`config.mk`:
```
export PLATFORM = sky130hd
export DESIGN_NAME = ff_scan_reader_flat
export DESIGN_NICKNAME = d
export VERILOG_FILES = /design/src/rtl/ff_scan_pkg.sv /design/src/rtl/ff_scan_reader_if.sv /design/src/rtl/ff_scan_shreg.sv /design/src/rtl/ff_scan_reader.sv /design/src/flat_wrapper.sv
export SDC_FILE = /design/constraint.sdc
export NUM_CORES = 1
export LEC_CHECK = 0
export CELL_PAD_IN_SITES_DETAIL_PLACEMENT = 1
export CELL_PAD_IN_SITES_GLOBAL_PLACEMENT = 1
export CORE_MARGIN = 2
export CORE_UTILIZATION = 45
export DETAILED_ROUTE_END_ITERATION = 8
export DONT_BUFFER_PORTS = 1
export PLACE_DENSITY_LB_ADDON = 0.1
export SETUP_SLACK_MARGIN = 0.5
export SYNTH_ARGS = -nofsm -noshare
export SYNTH_HDL_FRONTEND = slang
export SYNTH_SLANG_ARGS = --single-unit
```
`constraint.sdc`:
```
create_clock -name clk -period 1.56 [get_ports clk]
set_input_delay 0.234 -clock clk [delete_from_list [all_inputs] [get_ports clk]]
set_output_delay 0.234 -clock clk [all_outputs]
set_load 0.01 [all_outputs]
```
`src/rtl/ff_scan_pkg.sv`:
```
// Shared types and constants for the flip-flop bank scan reader.
// Latency: n/a (declarations only).
// Backpressure: n/a (declarations only).
package ff_scan_pkg;

    // Readout sequencer states.
    typedef enum logic [1:0] {
        ST_IDLE  = 2'd0,
        ST_SHIFT = 2'd1,
        ST_DONE  = 2'd2
    } state_e;

    // Legal range for the captured word width.
    localparam int WIDTH_MIN = 2;
    localparam int WIDTH_MAX = 32;

    // Bits needed by the down-counter that indexes the remaining bits.
    // It loads WIDTH-1 and exits at 0, so $clog2(WIDTH) bits always suffice.
    function automatic int cnt_width(input int w);
        return (w < 2) ? 1 : $clog2(w);
    endfunction

endpackage

```
`src/rtl/ff_scan_reader_if.sv`:
```
// Capture request, parallel word and serial valid/ready stream of the scan reader.
// Latency: n/a (wiring only).
// Backpressure: SR from the consumer holds the stream; SV/SO are held while SR is low.
//
// Signals: E capture request, D parallel word, SR serial ready (towards reader);
//          SO serial bit, SV serial valid, BUSY, DONE (from reader).
interface ff_scan_reader_if #(
    parameter int WIDTH = 8
);
    logic             E;
    logic [WIDTH-1:0] D;
    logic             SR;
    logic             SO;
    logic             SV;
    logic             BUSY;
    logic             DONE;

    // master: drives requests/data and consumes the stream.
    modport master (
        output E, D, SR,
        input  SO, SV, BUSY, DONE
    );

    // slave: the scan reader itself.
    modport slave (
        input  E, D, SR,
        output SO, SV, BUSY, DONE
    );
endinterface

```
`src/rtl/ff_scan_shreg.sv`:
```
// Parallel-load shift register; head bit is the next bit to stream, vacated end fills with 0.
// Latency: load or shift takes effect at the clock edge; head is a register output.
// Backpressure: shift is only applied when the caller asserts it, otherwise contents hold.
//
// Ports: clk, rst (async active-high), load/din parallel load, shift advance, head current bit.
module ff_scan_shreg #(
    parameter int WIDTH     = 8,
    parameter bit MSB_FIRST = 1'b1
) (
    input  logic             clk,
    input  logic             rst,
    input  logic             load,
    input  logic             shift,
    input  logic [WIDTH-1:0] din,
    output logic             head
);

    logic [WIDTH-1:0] q;
    logic [WIDTH-1:0] shifted;

    // Direction is fixed at elaboration: the head sits at bit WIDTH-1 or bit 0,
    // and the register always moves toward the head.
    if (MSB_FIRST) begin : g_msb
        assign shifted = {q[WIDTH-2:0], 1'b0};
        assign head    = q[WIDTH-1];
    end else begin : g_lsb
        assign shifted = {1'b0, q[WIDTH-1:1]};
        assign head    = q[0];
    end

    always_ff @(posedge clk or posedge rst) begin
        if (rst) begin
            q <= '0;
        end else if (load) begin
            q <= din;
        end else if (shift) begin
            q <= shifted;
        end
    end

endmodule

```
`src/rtl/ff_scan_reader.sv`:
```
// Samples a WIDTH-bit flip-flop bank on E and streams it out one bit per SV&&SR handshake.
// Latency: E at edge k -> first bit valid after edge k; DONE pulses after edge k+WIDTH with SR held high.
// Backpressure: SR low holds SO, SV and the bit counter; each stalled cycle adds one cycle.
//
// Ports: clk, R (async active-high reset), bus (slave modport: E, D, SR in; SO, SV, BUSY, DONE out).
module ff_scan_reader
    import ff_scan_pkg::*;
#(
    parameter int WIDTH     = 8,
    parameter bit MSB_FIRST = 1'b1
) (
    input  logic             clk,
    input  logic             R,
    ff_scan_reader_if.slave  bus
);

    localparam int CW = cnt_width(WIDTH);

    if (WIDTH < WIDTH_MIN || WIDTH > WIDTH_MAX) begin : g_width_check
        $error("ff_scan_reader: WIDTH %0d outside %0d..%0d", WIDTH, WIDTH_MIN, WIDTH_MAX);
    end

    state_e          state_q;
    state_e          state_d;
    logic [CW-1:0]   cnt_q;
    logic [CW-1:0]   cnt_d;
    logic            load;
    logic            shift;
    logic            sv_q;
    logic            busy_q;
    logic            done_q;
    logic            head;

    // Next-state, counter and datapath controls.
    always_comb begin
        state_d = state_q;
        cnt_d   = cnt_q;
        load    = 1'b0;
        shift   = 1'b0;
        case (state_q)
            ST_IDLE: begin
                if (bus.E) begin
                    load    = 1'b1;
                    cnt_d   = CW'(WIDTH - 1);
                    state_d = ST_SHIFT;
                end
            end
            ST_SHIFT: begin
                // SV is high throughout SHIFT, so SR alone completes the handshake.
                if (bus.SR) begin
                    shift = 1'b1;
                    if (cnt_q == '0) begin
                        state_d = ST_DONE;
                    end else begin
                        cnt_d = cnt_q - CW'(1);
                    end
                end
            end
            ST_DONE: begin
                state_d = ST_IDLE;
            end
            default: begin
                state_d = ST_IDLE;
            end
        endcase
    end

    // Status outputs are decoded from the next state and registered so that
    // they change only at clock edges and carry no input-to-output path.
    always_ff @(posedge clk or posedge R) begin
        if (R) begin
            state_q <= ST_IDLE;
            cnt_q   <= '0;
            sv_q    <= 1'b0;
            busy_q  <= 1'b0;
            done_q  <= 1'b0;
        end else begin
            state_q <= state_d;
            cnt_q   <= cnt_d;
            sv_q    <= (state_d == ST_SHIFT);
            busy_q  <= (state_d != ST_IDLE);
            done_q  <= (state_d == ST_DONE);
        end
    end

    ff_scan_shreg #(
        .WIDTH     (WIDTH),
        .MSB_FIRST (MSB_FIRST)
    ) u_shreg (
        .clk   (clk),
        .rst   (R),
        .load  (load),
        .shift (shift),
        .din   (bus.D),
        .head  (head)
    );

    // After a full word the register has shifted to all zeros, so SO idles at 0.
    assign bus.SO   = head;
    assign bus.SV   = sv_q;
    assign bus.BUSY = busy_q;
    assign bus.DONE = done_q;

endmodule

```
`src/flat_wrapper.sv`:
```
// flat-port wrapper written by rule: the top's interface ports become plain ports
module ff_scan_reader_flat import ff_scan_pkg::*;
#(
    parameter int WIDTH     = 8,
    parameter bit MSB_FIRST = 1'b1
)
  (clk, R, bus_E, bus_D, bus_SR, bus_SO, bus_SV, bus_BUSY, bus_DONE);
  ff_scan_reader_if #(.WIDTH(WIDTH)) bus_i ();
  input  logic clk;
  input  logic R;
  input wire logic [$bits(bus_i.E)-1:0] bus_E;
  input wire logic [$bits(bus_i.D)-1:0] bus_D;
  input wire logic [$bits(bus_i.SR)-1:0] bus_SR;
  output wire logic [$bits(bus_i.SO)-1:0] bus_SO;
  output wire logic [$bits(bus_i.SV)-1:0] bus_SV;
  output wire logic [$bits(bus_i.BUSY)-1:0] bus_BUSY;
  output wire logic [$bits(bus_i.DONE)-1:0] bus_DONE;
  assign bus_i.E = bus_E;
  assign bus_i.D = bus_D;
  assign bus_i.SR = bus_SR;
  assign bus_SO = bus_i.SO;
  assign bus_SV = bus_i.SV;
  assign bus_BUSY = bus_i.BUSY;
  assign bus_DONE = bus_i.DONE;
  ff_scan_reader #(.WIDTH(WIDTH), .MSB_FIRST(MSB_FIRST)) u_core (.clk(clk), .R(R), .bus(bus_i));
endmodule
```
==> results of run 1 <==
==> registers in the layout (all words and copies together), names as in the netlist <==
register and flops:
u_core.u_shreg.q 8, u_core.bus.DONE 1, u_core.cnt_q 3, u_core.bus.BUSY 1
u_core.state_q 2, u_core.bus.SV 1
==> through the flow <==
| stage | hold WS, ns | util (%) |
|---|---|---|
| finish | 0.0633 | 63.9 |
| global route | 0.0770 | 63.9 |
| CTS | 0.0645 | 58.1 |
| detailed placement | 0.226 | 47.5 |
| global placement | 0.234 | 47.5 |
| floorplan | 0.148 | - |
==> worst max path at each step <==
| stage | from | end | slack [ns] | depth (start not counted) |
|---|---|---|---|---|
| after global placement | u_core.state_q[0] | u_core.u_shreg.q[4] | 0.22 | 4 |
| after global routing | u_core.cnt_q[1] | u_core.cnt_q[0] | 0.31 | 5 |
| after detailed placement | u_core.cnt_q[0] | u_core.cnt_q[1] | 0.15 | 5 |
| after floorplan | u_core.cnt_q[0] | u_core.cnt_q[0] | 0.30 | 6 |
| final | u_core.state_q[1] | u_core.u_shreg.q[4] | 0.35 | 4 |
| after CTS | u_core.cnt_q[1] | u_core.cnt_q[1] | 0.36 | 5 |
==> routing by layer <==
layer | GRT usage [%] | up-vias
met5 | 0 | -
met4 | 10.3 | 0
met3 | 5.95 | 4
met2 | 31.1 | 11
met1 | 22.4 | 320
li1 | - | 293
==> final cells by class <==
class / instances / area share [%]
Timing Repair Buffer: 15 / 12.9
Tap cell: 17 / 1.97
Sequential cell: 16 / 37.4
Clock buffer: 4 / 3.36
Inverter: 4 / 1.39
Multi-Input combinational cell: 51 / 43.0
==> power breakdown <==
group,internal [mW],switching [mW]
registers,0.584,0.174
logic,0.548,0.429
clock network,0.142,0.139
==> cells in the final DEF (no fill, tap or decap), drive strengths merged <==
cell type / n
dfrtp: 16
nand2b: 1
a221oi: 2
clkbuf: 4
a2bb2oi: 7
and2: 2
and2b: 2
o21ai: 1
inv: 4
o211a: 1
a211o: 2
nor4b: 1
o21a: 2
nor2: 5
nand4: 1
a21oi: 7
nand2: 12
and3b: 1
nand3b: 1
dlygate4sd3: 1
ha: 2
nor3b: 1
buf: 14
==> worst max-delay path: cells and delay by family, from the launching register on <==
| family | cells | cell delay [ns] |
|---|---|---|
| AOI/OAI and AO/OA | 2 | 0.19 |
| buffers and inverters | 1 | 0.16 |
| DFF | 1 | 0.48 |
| and+or+nand+nor | 1 | 0.30 |
==> cell families (layout without fill, tap and decap cells) <==
family / Yosys count / after routing / share of synthesized area (%)
AOI/OAI and AO/OA: 22 / 22 / 20.4
adders and majority gates: 2 / 2 / 3.16
buffers and inverters: 8 / 23 / 6.33
DFF: 16 / 16 / 50.6
and+or+nand+nor: 27 / 27 / 19.5
==> timing repair <==
| action | in CTS | in global routing |
|---|---|---|
| setup buffers | 8 | 4 |
| hold buffers | 1 | 0 |
| endpoints found under the setup margin | 15 | 15 |
| endpoints found under the hold margin | 16 | 0 |
| pin swaps | 18 | 5 |
| gates resized for setup | 18 | 10 |
==> reports/results.tsv, run 1 <==
stage	metric	value	unit
die	core_area	0.00169	mm²
global_routing	antenna_found_initial	0	
synth	yosysWarnings	0	
timing	drv_slew	0	
placed_design	preCtsSetupSlack	0.146	ns
clock_tree	clk_pin_slew	0.09	ns
detailed_routing	top_layer	met4	
power	peakVddDrop	0.882	mV
setup_path	crit_path_end_kind	flip-flop	
power	p_leak	0.468	nW
die	die_w	45.9	µm
global_routing	grt_first_pass_wirelength	2720	µm
synth	synth_area	791	µm²
synth	synth_cell_types	26	
detailed_routing	vias	628	
layout	multiInputGateArea	464	µm²
layout	fin_nets	105	
die	dieHeight	45.9	µm
timing	period_share	77.6	%
timing	finalSetupViolCount	0	
synth	ys_seq_area_share	50.6	%
setup_path	worstPathArrival	1.43	ns
synth	syn-mean-instance-area	10.5	µm²
clock_tree	numCtsBuffers	3	
detailed_routing	vias_per_cell	5.87	
setup_path	critPathRequiredTime	1.78	ns
layout	antenna_cells	0	
layout	final_cells	107	
detailed_routing	wl_per_cell	17.9	µm
detailed_routing	antenna_left	0	
power	p_per_area	1870	mW/mm²
setup_path	slowest_stage	dfrtp_2	
synth	synthMostInstantiatedCell	dfrtp_1	
detailed_routing	routed_wl	1920	µm
global_routing	grt_max_degree	17	
timing	worst_pin_slew	0.594	ns
timing	fin_crit	1.21	ns
synth	ys_ff_latch	16	
clock_tree	cts-root-buf	clkbuf_4	
worst_hold_path	worstHoldPathType	input pin to flip-flop	
clock_tree	tritoncts	yes	
layout	drive_gt1_share	48.9	%
timing	fmax	826	MHz
placed_design	gp_congestion	0.765	
detailed_routing	route.met3.wl	62	µm
clock_tree	clkLatencyLatePin	0.29	ns
timing	skew	0.00141	ns
detailed_routing	met1_length	814	µm
timing	slew_headroom	60.4	%
setup_path	r2r_cells	4	
synth	synth_common_cells	dfrtp_1 (16), nand2_1 (11), a21oi_1 (7), a2bb2oi_1 (7), nor2_1 (5)	
detailed_routing	first_pass_iters	3	
setup_path	max_stage_delay	0.48	ns
global_routing	grt_usage	19.2	%
layout	regArea	403	µm²
synth	yosysTopAreaCell	dfrtp_1	
timing	setup_slack	0.350	ns
timing	final.setup.tns	0	ns
timing	rsz0062_at_grt	yes	
synth	synth.top_cell.area_share	50.6	%
setup_path	timing.rr.start	u_core.state_q[1]	
setup_path	reg2reg_slack	0.35	ns
clock_tree	clk_path_buf_depth	2	
worst_hold_path	hold_path_end	u_core.u_shreg.q[0]	
die	fp-row-count	15	
worst_hold_path	hp-start	bus_D[0]	
setup_path	cp_max_fo	8	
synth	synth_cells	75	
die	io_pins	16	
layout	fin_area	0.00108	mm²
setup_path	critPathLaunchType	flip-flop	
clock_tree	htree_num_levels	1	
global_routing	grt-ovfl-total	0	
placed_design	place_hpwl	1140	µm
placed_design	io_buffers	0	
placed_design	dp.cells	90	
detailed_routing	wl_met2	989	µm
power	total_power	2.02	mW
global_routing	grt_pass1_vias	602	
die	initial_core_util	46.8	%
detailed_routing	drc	0	
placed_design	post_dp_cell_area	802	µm²
setup_path	r2r_end	u_core.u_shreg.q[4]	
timing	hold_viol_final	0	
synth	synth_ff_type	dfrtp_1	
synth	synthArstFlopShare	100	%
layout	synthToLayoutAreaGrowth	36.4	%
synth	synth_edf_count	0	
detailed_routing	drtIter0Drc	5	
clock_tree	cts.sinks	16	
run_status	outcome	complete, no violations	
setup_path	crit_type	flip-flop to flip-flop	
run	maxCapViolCount	0	
layout	fillers	170	
synth	synth_nets	89	
synth	yosys-top-cells-area	dfrtp_1 (51%), a2bb2oi_1 (7.8%), nand2_1 (5.2%)	
setup_path	cp_cell_sequence	and3b_2 > buf_6 > a21oi_2 > a2bb2oi_1	
die	die-area	0.00211	mm²
worst_hold_path	holdPathStages	2	
(Power assumes the default switching activity.)
==> run 2: changes to the inputs <==
- CORE_ASPECT_RATIO: default -> 0.7
- CORE_UTILIZATION: 45 -> 41
- clock period: 1.56 -> 1 ns (I/O delays scaled with it)
==> reports/results.tsv, run 2 (synthesis results as in run 1) <==
stage	metric	value	unit	change
run_status	outcome	finished, violations left		
run_status	violations	hold timing, setup timing		
power	p_per_area	2840	mW/mm²	+52%
setup_path	worstPathArrival	1.41	ns	-0.02 ns
clock_tree	numCtsBuffers	3		unchanged
detailed_routing	routed_wl	2080	µm	+8.6%
detailed_routing	drtIter0Drc	18		+13
setup_path	crit_type	flip-flop to flip-flop		
clock_tree	cts-root-buf	clkbuf_4		
layout	antenna_cells	0		unchanged
power	p_leak	0.472	nW	+0.82%
timing	hold_viol_final	17		+17
detailed_routing	vias_per_cell	5.60		-4.6%
worst_hold_path	worstHoldPathType	input pin to async pin		
layout	regArea	403	µm²	unchanged
clock_tree	htree_num_levels	1		unchanged
timing	fin_crit	1.24	ns	+0.0267 ns
detailed_routing	wl_per_cell	18.4	µm	+2.8%
timing	hold_ws	-0.247	ns	-0.311 ns
power	power.switching	1.14	mW	+54%
global_routing	grt_usage	18.7	%	-0.53 points
placed_design	preCtsSetupSlack	-0.281	ns	-0.427 ns
detailed_routing	vias	633		+0.80%
power	pwr-share-seq	36.8	%	-0.8 points
layout	fillers	208		+22%
die	die_w	56.5	µm	+23%
global_routing	antenna_found_initial	0		unchanged
clock_tree	clk_pin_slew	0.09	ns	about the same
global_routing	grt_pass1_vias	632		+5.0%
global_routing	grt_max_degree	17		unchanged
detailed_routing	drc	0		unchanged
setup_path	cp_max_fo	5		-3
die	die-area	0.00230	mm²	+9.2%
setup_path	timing.rr.start	u_core.state_q[0]		
setup_path	reg2reg_slack	-0.24	ns	-0.59 ns
die	initial_core_util	43.0	%	-3.8 points
power	internal_power	1.94	mW	+52%
setup_path	r2r_cells	4		unchanged
clock_tree	cts.sinks	16		unchanged
timing	fmax	809	MHz	-2.2%
clock_tree	tritoncts	yes		
die	fp-row-count	13		-2
run	maxCapViolCount	0		unchanged
layout	largest_register_ffs	8		unchanged
power	combPwrFrac	52.4	%	+3.9 points
clock_tree	clk_path_buf_depth	2		unchanged
detailed_routing	first_pass_iters	4		+1
layout	top_regs	u_core.u_shreg.q x8, u_core.cnt_q x3, u_core.state_q x2		
placed_design	io_buffers	0		unchanged
timing	rsz0062_at_grt	yes		
setup_path	critPathRequiredTime	1.18	ns	-0.60 ns
layout	fin_nets	107		+1.9%
power	total_power	3.08	mW	+53%
layout	drive_gt1_share	54.9	%	+6.1 points
setup_path	crit_path_end_kind	flip-flop		
setup_path	critPathLaunchType	flip-flop		
global_routing	grt-ovfl-total	0		unchanged
timing	period_share	124	%	+46 points
placed_design	place_hpwl	1340	µm	+17%
power	clkPwrFrac	10.9	%	-3.0 points
layout	top_register	u_core.u_shreg.q		
setup_path	r2r_end	u_core.u_shreg.q[3]		
global_routing	grt_first_pass_wirelength	3050	µm	+12%
timing	worst_pin_slew	0.224	ns	-0.369 ns
layout	multiInputGateArea	458	µm²	-1.3%
timing	setup_slack	-0.237	ns	-0.587 ns
power	peakVddDrop	1.44	mV	+63%
timing	slew_headroom	85.0	%	+25 points
placed_design	gp_congestion	0.685		-11%
die	core_area	0.00184	mm²	+8.8%
layout	synthToLayoutAreaGrowth	37.2	%	
clock_tree	clkLatencyLatePin	0.28	ns	about the same
die	io_pins	16		unchanged
power	p_sw_share	37.1	%	+0.28 points
die	dieHeight	40.7	µm	-11%
layout	final_common_cell	dfrtp_1		
detailed_routing	antenna_left	0		unchanged
timing	drv_slew	0		unchanged
timing	finalSetupViolCount	15		+15
timing	skew	0.00691	ns	+0.00549 ns
layout	most-common-layout-cells	dfrtp_1 (14), buf_4 (11), nand2_1 (9)		
[run 2: cell types whose count changed in the layout (fill, tap and decap cells not counted), sizes merged]
cell	change
dlygate4sd3	-1
clkbuf	-1
buf	+3
[run 2: repair_timing]
item | 4_1_cts | 5_1_grt
endpoints found under the hold margin | 17 | 20
endpoints found under the setup margin | 20 | 20
buffers inserted | 1 | 4
pin swaps | 3 | 3
gates resized for setup | 18 | 15
[run 2: critical path, cell delays in order (launching register included)]
cell       delay, ns
dfrtp_2         0.45
and3b_2         0.25
buf_4           0.15
a21oi_1         0.21
a2bb2oi_2       0.08
[run 2: how the worst max path moves through the flow]
stage               cells after the start  slack [ns]                   to               from
global route                            4       -0.26  u_core.u_shreg.q[3]  u_core.state_q[1]
global placement                        5       -0.23      u_core.cnt_q[1]    u_core.cnt_q[1]
CTS                                     4       -0.23  u_core.u_shreg.q[5]  u_core.state_q[1]
detailed placement                      5       -0.28      u_core.cnt_q[1]    u_core.cnt_q[1]
finish                                  4       -0.24  u_core.u_shreg.q[3]  u_core.state_q[0]
floorplan                               6       -0.26      u_core.cnt_q[0]    u_core.cnt_q[0]
[run 2: layout make-up]
type                    instances  area share [%]
repair buffers                 17            14.6
inverters                       4            1.38
clock buffers                   3            2.08
multi-input cells              51            42.2
well taps                      22            2.54
flip-flops and latches         16            37.1
[run 2: routing by layer]
layer | vias up | GRT usage (%) | wire, µm | part of all wire [%]
li1 | 297 | - | - | -
met1 | 317 | 23.8 | 971 | 47
met2 | 17 | 30.5 | 1000 | 48
met3 | 2 | 6.94 | 94 | 4.5
met4 | 0 | 5.36 | 12 | 0.58
met5 | - | 0 | 0 | 0
[run 2: power groups by stage]
stage / registers [mW] / clock network (mW) / logic [mW]
5_1_grt: 1.16 / 0.384 / 1.76
3_5_place_dp: 1.11 / 0 / 1.14
3_3_place_gp: 1.09 / 0 / 1.09
2_1_floorplan: 1.06 / 0 / 0.843
6_report: 1.13 / 0.335 / 1.61
4_1_cts: 1.11 / 0.352 / 1.37
[run 2: stage by stage]
step	std cells	area, µm²	util, %	setup TNS, ns	hold WS [ns]
3_3_place_gp	105	896	48.7	-2.27	0.0639
3_5_place_dp	105	896	48.7	-2.89	0.0704
2_1_floorplan	75	807	-	-1.53	0.0637
5_1_grt	113	1080	59.0	-3.31	-0.262
6_report	113	1080	59.0	-2.62	-0.247
4_1_cts	109	996	54.2	-2.35	-0.251
==> run 3: changes to the inputs <==
==> constraint.sdc (replaced) <==
create_clock -name clk -period 1 [get_ports clk]
set_input_delay 0 -clock clk [delete_from_list [all_inputs] [get_ports clk]]
set_output_delay 0 -clock clk [all_outputs]
set_load 0.01 [all_outputs]
==> reports/results.tsv, run 3 (synthesis results as in run 1) <==
stage	metric	value	unit	change
global_routing	grt_max_degree	17		unchanged
die	fp-row-count	13		unchanged
power	p_per_area	2700	mW/mm²	-4.8%
clock_tree	clk_path_buf_depth	2		unchanged
detailed_routing	route.met3.wl	77	µm	-18%
detailed_routing	vias_per_cell	5.26		-6.2%
setup_path	slowest_stage	dfrtp_2		
global_routing	grt-ovfl-total	0		unchanged
layout	fin_area	0.00118	mm²	+9.0%
clock_tree	cts.sinks	16		unchanged
global_routing	grt_pass1_vias	647		+2.4%
layout	most-common-layout-cells	dfrtp_1 (14), buf_4 (11), nand2_1 (8)		
global_routing	grt_usage	19.5	%	+0.79 points
clock_tree	cts-root-buf	clkbuf_4		
power	peakVddDrop	1.45	mV	+0.75%
setup_path	critPathLaunchType	flip-flop		
timing	final.setup.tns	-2.50	ns	+0.115 ns
timing	finalSetupViolCount	15		unchanged
power	combPwrFrac	53.8	%	+1.4 points
layout	top_register	u_core.u_shreg.q		
die	dieHeight	40.7	µm	unchanged
die	io_pins	16		unchanged
detailed_routing	wl_met2	1070	µm	+7.1%
timing	worst_pin_slew	0.235	ns	+0.0105 ns
layout	largest_register_ffs	8		unchanged
timing	hold_viol_final	7		-10
placed_design	post_dp_cell_area	896	µm²	unchanged
clock_tree	hold_buffers	7		
setup_path	cp_cell_sequence	and3b_2 > buf_4 > a21oi_1 > a2bb2oi_2		
worst_hold_path	worstHoldPathType	input pin to flip-flop		
layout	synthToLayoutAreaGrowth	49.5	%	
setup_path	max_stage_delay	0.45	ns	about the same
die	core_area	0.00184	mm²	unchanged
setup_path	worstPathArrival	1.39	ns	-0.02 ns
detailed_routing	met1_length	1080	µm	+11%
power	p_leak	0.513	nW	+8.6%
power	clkPwrFrac	10.6	%	-0.3 points
power	power.switching	1.20	mW	+5.4%
layout	fillers	199		-4.3%
die	initial_core_util	43.0	%	unchanged
layout	top_regs	u_core.u_shreg.q x8, u_core.cnt_q x3, u_core.state_q x2		
clock_tree	clkLatencyLatePin	0.29	ns	about the same
layout	regArea	403	µm²	unchanged
placed_design	io_buffers	0		unchanged
detailed_routing	wl_per_cell	18.5	µm	+0.48%
setup_path	critPathRequiredTime	1.18	ns	about the same
run_status	outcome	finished, violations left		
timing	slew_headroom	84.3	%	-0.70 points
die	die_w	56.5	µm	unchanged
run_status	violations	hold timing, setup timing		
setup_path	crit_type	flip-flop to flip-flop		
power	internal_power	1.99	mW	+2.8%
timing	rsz0062_at_grt	yes		
timing	hold_ws	-0.134	ns	+0.114 ns
detailed_routing	routed_wl	2240	µm	+7.6%
clock_tree	numCtsBuffers	3		unchanged
layout	drive_gt1_share	54.5	%	-0.40 points
detailed_routing	top_layer	met4		
timing	fin_crit	1.21	ns	-0.0247 ns
detailed_routing	first_pass_iters	4		unchanged
setup_path	cp_max_fo	5		unchanged
power	pwr-share-seq	35.6	%	-1.2 points
layout	multiInputGateArea	474	µm²	+3.6%
layout	antenna_cells	0		unchanged
timing	drv_slew	0		unchanged
clock_tree	htree_num_levels	1		unchanged
timing	period_share	121	%	-2.5 points
power	p_sw_share	37.7	%	+0.60 points
placed_design	place_hpwl	1340	µm	unchanged
detailed_routing	drc	0		unchanged
clock_tree	tritoncts	yes		
layout	final_common_cell	dfrtp_1		
clock_tree	clk_pin_slew	0.09	ns	about the same
global_routing	grt_first_pass_wirelength	3180	µm	+4.3%
detailed_routing	drtIter0Drc	3		-15
timing	skew	0.00818	ns	+0.00128 ns
run	maxCapViolCount	0		unchanged
detailed_routing	vias	636		+0.47%
timing	setup_slack	-0.212	ns	+0.0247 ns
layout	fin_nets	115		+7.5%
timing	fmax	825	MHz	+2.0%
detailed_routing	antenna_left	0		unchanged
die	die-area	0.00230	mm²	unchanged
global_routing	antenna_found_initial	0		unchanged
placed_design	gp_congestion	0.685		unchanged
setup_path	crit_path_end_kind	flip-flop		
-- run 3: changes by cell type in the layout (fill, tap and decap cells not counted), sizes merged --
| cell | before | now |
|---|---|---|
| buf | 17 | 18 |
| dlygate4sd3 | 0 | 7 |
-- run 3: per-layer routing --
layer | vias to the layer above | track usage (%)
li1 | 312 | -
met4 | 0 | 5.36
met3 | 2 | 7.26
met5 | - | 0
met1 | 311 | 24.5
met2 | 11 | 32.3
-- run 3: per-stage QoR --
step           total power, mW  util, %  setup WS [ns]  cells
4_1_cts                   2.85     58.0         -0.226    116
3_5_place_dp              2.24     48.7         -0.281    105
3_3_place_gp              2.19     48.7         -0.232    105
2_1_floorplan             1.90        -         -0.262     75
6_report                  3.20     64.3         -0.212    121
5_1_grt                   3.42     64.3         -0.264    121
-- run 3: cell type report --
class                      instances  share of cell area, %
tap                               22                   2.33
inverter                           4                   1.27
sequential                        16                   34.1
multi-input combinational         51                   40.1
timing repair buffer              25                   20.3
clock buffer                       3                   1.90
-- run 3: worst max-delay path, delay by kind of cell (launching register included) --
| kind | cells | cell delay (ns) |
|---|---|---|
| buffers and inverters | 1 | 0.16 |
| DFF | 1 | 0.45 |
| AOI/OAI and AO/OA | 2 | 0.25 |
| and+or+nand+nor | 1 | 0.24 |
-- run 3: timing repair --
item	4_1_cts	5_1_grt
cloned	0	1
setup buffers	1	4
setup endpoints to repair	20	20
pin swaps	3	5
hold endpoints to repair	29	7
gates resized for setup	18	22
-- run 3: path summary, 6_finish.rpt --
check	from	end	slack (ns)	cells after the start
setup reg to reg	u_core.state_q[0]	u_core.u_shreg.q[3]	-0.21	4
setup / recovery	u_core.state_q[0]	u_core.u_shreg.q[3]	-0.21	4
hold / removal	bus_D[7]	u_core.u_shreg.q[7]	-0.13	1
hold reg to reg	u_core.cnt_q[2]	u_core.cnt_q[2]	0.56	1
max in group asynchronous	R	u_core.state_q[1]	0.64	3
min in group asynchronous	R	u_core.u_shreg.q[6]	0.15	3
-- run 3: power by group through the flow --
stage / clock [mW] / sequential (mW) / combinational (mW)
after floorplan: 0 / 1.06 / 0.843
final: 0.338 / 1.14 / 1.72
after global routing: 0.375 / 1.17 / 1.87
after detailed placement: 0 / 1.11 / 1.14
after global placement: 0 / 1.09 / 1.09
after CTS: 0.352 / 1.11 / 1.39
